[src/rtl/mem_arbiter_pkg.sv]
// Shared definitions for the fetch/data shared-memory arbiter.
package mem_arbiter_pkg;

    typedef enum logic [1:0] {
        IDLE  = 2'd0,
        GNT_I = 2'd1,
        GNT_D = 2'd2,
        ERR   = 2'd3
    } arb_state_t;

    localparam int DEF_MAX_D_RUN = 4;
    localparam int DEF_TIMEOUT   = 16;

endpackage

[src/rtl/mem_arbiter.sv]
// Arbitrates a fetch port and a data port onto one shared memory port,
// favouring data with a bounded run length and flagging stuck memory.
module mem_arbiter
    import mem_arbiter_pkg::*;
#(
    parameter int MAX_D_RUN = DEF_MAX_D_RUN,
    parameter int TIMEOUT   = DEF_TIMEOUT
) (
    input  logic        clk,
    input  logic        rst,
    input  logic        i_req,
    input  logic [31:0] i_addr,
    output logic [31:0] i_rdata,
    output logic        i_ready,
    input  logic        d_req,
    input  logic        d_we,
    input  logic [31:0] d_addr,
    input  logic [31:0] d_wdata,
    output logic [31:0] d_rdata,
    output logic        d_ready,
    output logic        mem_req,
    output logic        mem_we,
    output logic [31:0] mem_addr,
    output logic [31:0] mem_wdata,
    input  logic [31:0] mem_rdata,
    input  logic        mem_ack,
    output logic        stall,
    output logic        err
);

    localparam int RUN_W  = $clog2(MAX_D_RUN + 1);
    localparam int WAIT_W = $clog2(TIMEOUT + 1);
    localparam logic [RUN_W-1:0]  RUN_MAX  = RUN_W'(MAX_D_RUN);
    localparam logic [WAIT_W-1:0] WAIT_MAX = WAIT_W'(TIMEOUT);

    arb_state_t        state, state_nx;
    logic [RUN_W-1:0]  d_run, d_run_nx;
    logic [WAIT_W-1:0] wait_cnt, wait_cnt_nx;
    logic              mem_req_nx, mem_we_nx, i_ready_nx, d_ready_nx, err_nx;
    logic [31:0]       mem_addr_nx, mem_wdata_nx, i_rdata_nx, d_rdata_nx;

    assign stall = (i_req & ~i_ready) | (d_req & ~d_ready);

    always_comb begin
        state_nx     = state;
        d_run_nx     = d_run;
        wait_cnt_nx  = wait_cnt;
        mem_req_nx   = mem_req;
        mem_we_nx    = mem_we;
        mem_addr_nx  = mem_addr;
        mem_wdata_nx = mem_wdata;
        i_rdata_nx   = i_rdata;
        d_rdata_nx   = d_rdata;
        i_ready_nx   = 1'b0;
        d_ready_nx   = 1'b0;
        err_nx       = err;
        case (state)
            IDLE: begin
                // No grant while a ready pulse is out: the requester has not
                // yet had a chance to drop or replace its request.
                if (!i_ready && !d_ready) begin
                    if (d_req && (!i_req || d_run < RUN_MAX)) begin
                        state_nx     = GNT_D;
                        wait_cnt_nx  = '0;
                        mem_req_nx   = 1'b1;
                        mem_we_nx    = d_we;
                        mem_addr_nx  = d_addr;
                        mem_wdata_nx = d_we ? d_wdata : 32'd0;
                        if (i_req) d_run_nx = d_run + RUN_W'(1);
                    end else if (i_req) begin
                        state_nx     = GNT_I;
                        wait_cnt_nx  = '0;
                        d_run_nx     = '0;
                        mem_req_nx   = 1'b1;
                        mem_we_nx    = 1'b0;
                        mem_addr_nx  = i_addr;
                        mem_wdata_nx = 32'd0;
                    end
                end
            end
            GNT_I, GNT_D: begin
                if (mem_ack) begin
                    state_nx     = IDLE;
                    mem_req_nx   = 1'b0;
                    mem_we_nx    = 1'b0;
                    mem_addr_nx  = 32'd0;
                    mem_wdata_nx = 32'd0;
                    if (state == GNT_I) begin
                        i_rdata_nx = mem_rdata;
                        i_ready_nx = 1'b1;
                    end else begin
                        d_rdata_nx = mem_rdata;
                        d_ready_nx = 1'b1;
                    end
                end else begin
                    wait_cnt_nx = wait_cnt + WAIT_W'(1);
                    if (wait_cnt_nx == WAIT_MAX) begin
                        state_nx     = ERR;
                        err_nx       = 1'b1;
                        mem_req_nx   = 1'b0;
                        mem_we_nx    = 1'b0;
                        mem_addr_nx  = 32'd0;
                        mem_wdata_nx = 32'd0;
                    end
                end
            end
            default: begin
                state_nx = ERR;
            end
        endcase
    end

    always_ff @(posedge clk or negedge rst) begin
        if (!rst) begin
            state     <= IDLE;
            d_run     <= '0;
            wait_cnt  <= '0;
            mem_req   <= 1'b0;
            mem_we    <= 1'b0;
            mem_addr  <= 32'd0;
            mem_wdata <= 32'd0;
            i_rdata   <= 32'd0;
            d_rdata   <= 32'd0;
            i_ready   <= 1'b0;
            d_ready   <= 1'b0;
            err       <= 1'b0;
        end else begin
            state     <= state_nx;
            d_run     <= d_run_nx;
            wait_cnt  <= wait_cnt_nx;
            mem_req   <= mem_req_nx;
            mem_we    <= mem_we_nx;
            mem_addr  <= mem_addr_nx;
            mem_wdata <= mem_wdata_nx;
            i_rdata   <= i_rdata_nx;
            d_rdata   <= d_rdata_nx;
            i_ready   <= i_ready_nx;
            d_ready   <= d_ready_nx;
            err       <= err_nx;
        end
    end

endmodule

[config.mk]
export PLATFORM = sky130hd
export DESIGN_NAME = mem_arbiter
export DESIGN_NICKNAME = d
export VERILOG_FILES = /design/src/rtl/mem_arbiter_pkg.sv /design/src/rtl/mem_arbiter.sv
export SDC_FILE = /design/constraint.sdc
export NUM_CORES = 1
export LEC_CHECK = 0
export CAP_MARGIN = 30
export CORE_MARGIN = 1.5
export CORE_UTILIZATION = 45
export DETAILED_ROUTE_END_ITERATION = 16
export GPL_ROUTABILITY_DRIVEN = 0
export PLACE_DENSITY = 0.9
export SKIP_CTS_REPAIR_TIMING = 1
export SKIP_LAST_GASP = 1
export SLEW_MARGIN = 20
export SYNTH_ARGS = -nofsm -noshare
export SYNTH_HDL_FRONTEND = slang
export SYNTH_SLANG_ARGS = --single-unit
[constraint.sdc]
create_clock -name clk -period 5.7 [get_ports clk]
set_input_delay 0.855 -clock clk [delete_from_list [all_inputs] [get_ports clk]]
set_output_delay 0.855 -clock clk [all_outputs]
set_load 0.01 [all_outputs]
==> metrics.txt <==
run status=completed; Mapped Nets=671; clock latency at the later pin of the worst-skew pair=410 ps; CP startpoint kind=flip-flop; Initial Util=0.458; RSZ-0062 raised after global routing=false; Vias/cell=5.33; H-tree depth=4; CTS tree=done; GRT Overall Usage=0.271; # clock sinks=143; IO Count=268; post-synth design cell area=6040 sq um; total gr overflow=0; worst slew pin tran=840 ps; fraction of layout cells with a size suffix above 1=0.141; Pwr Density=600 nW/um^2; Min-Delay Path Class=flip-flop to flip-flop; Post-synth EDFFs=0; drt drc=0; Worst Hold Depth=2; routed via count=5,249; Routed WL per cell=19.2 um; dominant synthesized flop cell=dfrtp_1; fin crit share=0.579; post-synth cell types=40; max-cap check violation count=0; top cells by area, synth=dfrtp_1 (59%), mux2_2 (11%), nand2_1 (10%), a22o_1 (5.2%), a21oi_1 (2.8%); Critical Path Max Stage Delay=660 ps; area share of the largest cell type after synthesis=0.593; sequential-to-total area share from yosys stat=0.593; fin nets=933; reg2reg path depth=7; VDD IR max=0.000351 V; antenna violations before repair=1; setup violators final=0; fin area=9530 sq um; fin. max-slew vios=0; Yosys warning total=0; chip width=119 um; syn_area_per_cell=11.3 sq um; Leak=4.31 nW; clk buf depth=2; #FFs+latches synth=143; Die Y=119 um; Post-synth ARST share=1.00; Post-Synthesis Cells=532; worst reg2reg endpoint=mem_addr[19]; Fillers=864; Placement Cell Area=8830 sq um; Worst Skew=6.57 ps; Core Box Area=13,200 sq um; CP Cell Sequence=inv_1 > ha_1 > nor2b_1 > a21oi_1 > o211ai_4 > buf_4 > mux2_2; setup TNS=0 ps; highest clock rate=303 MHz; cell with the most instances after synthesis=nand2_1; initial DRC count=291; HPWL Detailed=13.3 mm; Max-slew headroom=0.440; Clock Tree Root=clkbuf_16; die area=14,100 sq um; Worst Path Arrival=3590 ps; HP Start=d_rdata[26]; Crit. End Element=flip-flop; Crit Path Max Fanout=45; Post-DRT Antenna Nets=0; global-route wire length before repair=29.4 mm; WL final=18.9 mm; leading area contributor after synthesis=dfrtp_1; R2R Setup Slk=2400 ps; Layout area overhead=57.8%; Crit-path slowest cell=ha_1; fin crit period=3300 ps; drt first pass iters=5; CP Data Required Time=5990 ps; top cells by instance count after synthesis=nand2_1 (165), dfrtp_1 (143), mux2_2 (59); row cnt=42; Crit Path Class=flip-flop to flip-flop; TritonCTS buffer count=17; vias in the first global route=5,512; clock transition at the registers of the reported paths=60 ps; Port Buffer Count=267; r2r startpoint=state[0]; WHS Endpoint=d_rdata[26]; Hold Violations, Final=0; largest net degree at the start of global routing=79
[per-stage QoR]
| stage | utilization | cells | total power (W) | setup slack [ps] | hold slack [ps] |
|---|---|---|---|---|---|
| floorplan | - | 532 | 0.00312 | 3710 | 477 |
| global placement | 0.669 | 949 | 0.00429 | 2370 | 457 |
| detailed placement | 0.670 | 950 | 0.00444 | 2220 | 462 |
| CTS | 0.721 | 982 | 0.00573 | 2460 | 476 |
| global route | 0.722 | 984 | 0.00600 | 2150 | 495 |
| finish | 0.722 | 984 | 0.00572 | 2400 | 472 |
[critical path: cells and delay by family, from the launching register on]
| family | cells | cell delay, ps |
|---|---|---|
| DFF | 1 | 390 |
| buffers and inverters | 2 | 650 |
| AOI/OAI and AO/OA | 2 | 590 |
| and+or+nand+nor | 1 | 470 |
| muxes | 1 | 400 |
| adders and majority gates | 1 | 660 |
[sequential cells by signal, summed over array words and instances (netlist names), 2 cells and up]
signal,cells
i_rdata,32
state,2
wait_cnt,5
mem_addr,32
d_run,3
d_rdata,32
mem_wdata,32
[kinds of logic after synthesis]
family / after synthesis / synth area share
AO/OA/AOI/OAI: 95 / 0.114
adder cells (fa/ha/maj): 5 / 0.0104
flip-flops: 143 / 0.593
multiplexers: 66 / 0.127
AND/OR/NAND/NOR: 183 / 0.123
buffers and inverters: 40 / 0.0330
[where the power goes]
group | leakage (nW) | total (W) | internal (W) | switching [W]
Sequential | 1.82 | 0.00178 | 0.00149 | 0.000297
Combinational | 2.16 | 0.00268 | 0.00143 | 0.00125
Clock | 0.328 | 0.00125 | 0.000833 | 0.000415
[per-layer routing]
metal | part of all wire | GRT usage | routed length [um]
met5 | 0 | 0 | 0
met4 | 0.040 | 0.131 | 754
met3 | 0.094 | 0.105 | 1770
met2 | 0.50 | 0.465 | 9430
met1 | 0.37 | 0.294 | 6920
[placed cells by master, fill, tap and decap left out, types with 2 or more instances in the layout]
cell type	n
clkdlybuf4s50_1	266
nand3_1	2
inv_1	8
nor2_1	3
dfrtp_1	143
a211oi_1	2
a21oi_1	34
buf_8	2
clkbuf_8	5
nand2_1	165
mux2_4	6
nand3b_1	2
a2111oi_0	2
or2_2	2
o21ai_0	7
a22o_1	36
clkinv_2	3
clkinvlp_4	2
buf_4	6
a21o_1	2
clkbuf_16	17
mux2_2	59
ha_1	5
bufinv_16	5
a311oi_1	2
nor2b_1	2
[area by class of cell]
cell class / instances / area (sq um) / area share
multi-input combinational: 349 / 2270 / 0.239
clock inverter: 10 / 180 / 0.0189
antenna: 1 / 2.50 / 0.000263
timing repair buffer: 275 / 2750 / 0.289
inverter: 8 / 30.0 / 0.00315
clock buffer: 22 / 494 / 0.0519
tap: 176 / 220 / 0.0231
sequential: 143 / 3580 / 0.376
[how the worst max path moves through the flow]
| stage | depth (start not counted) | endpoint | slack [ps] | start |
|---|---|---|---|---|
| detailed placement | 5 | mem_addr[19] | 2220 | mem_ack |
| finish | 7 | mem_addr[19] | 2400 | state[0] |
| global placement | 5 | mem_addr[8] | 2370 | mem_ack |
| floorplan | 7 | mem_addr[2] | 3710 | mem_ack |
| CTS | 7 | mem_addr[21] | 2460 | state[0] |
| global route | 7 | mem_addr[21] | 2150 | state[0] |
Note: power is estimated with default switching activity, not from simulation.
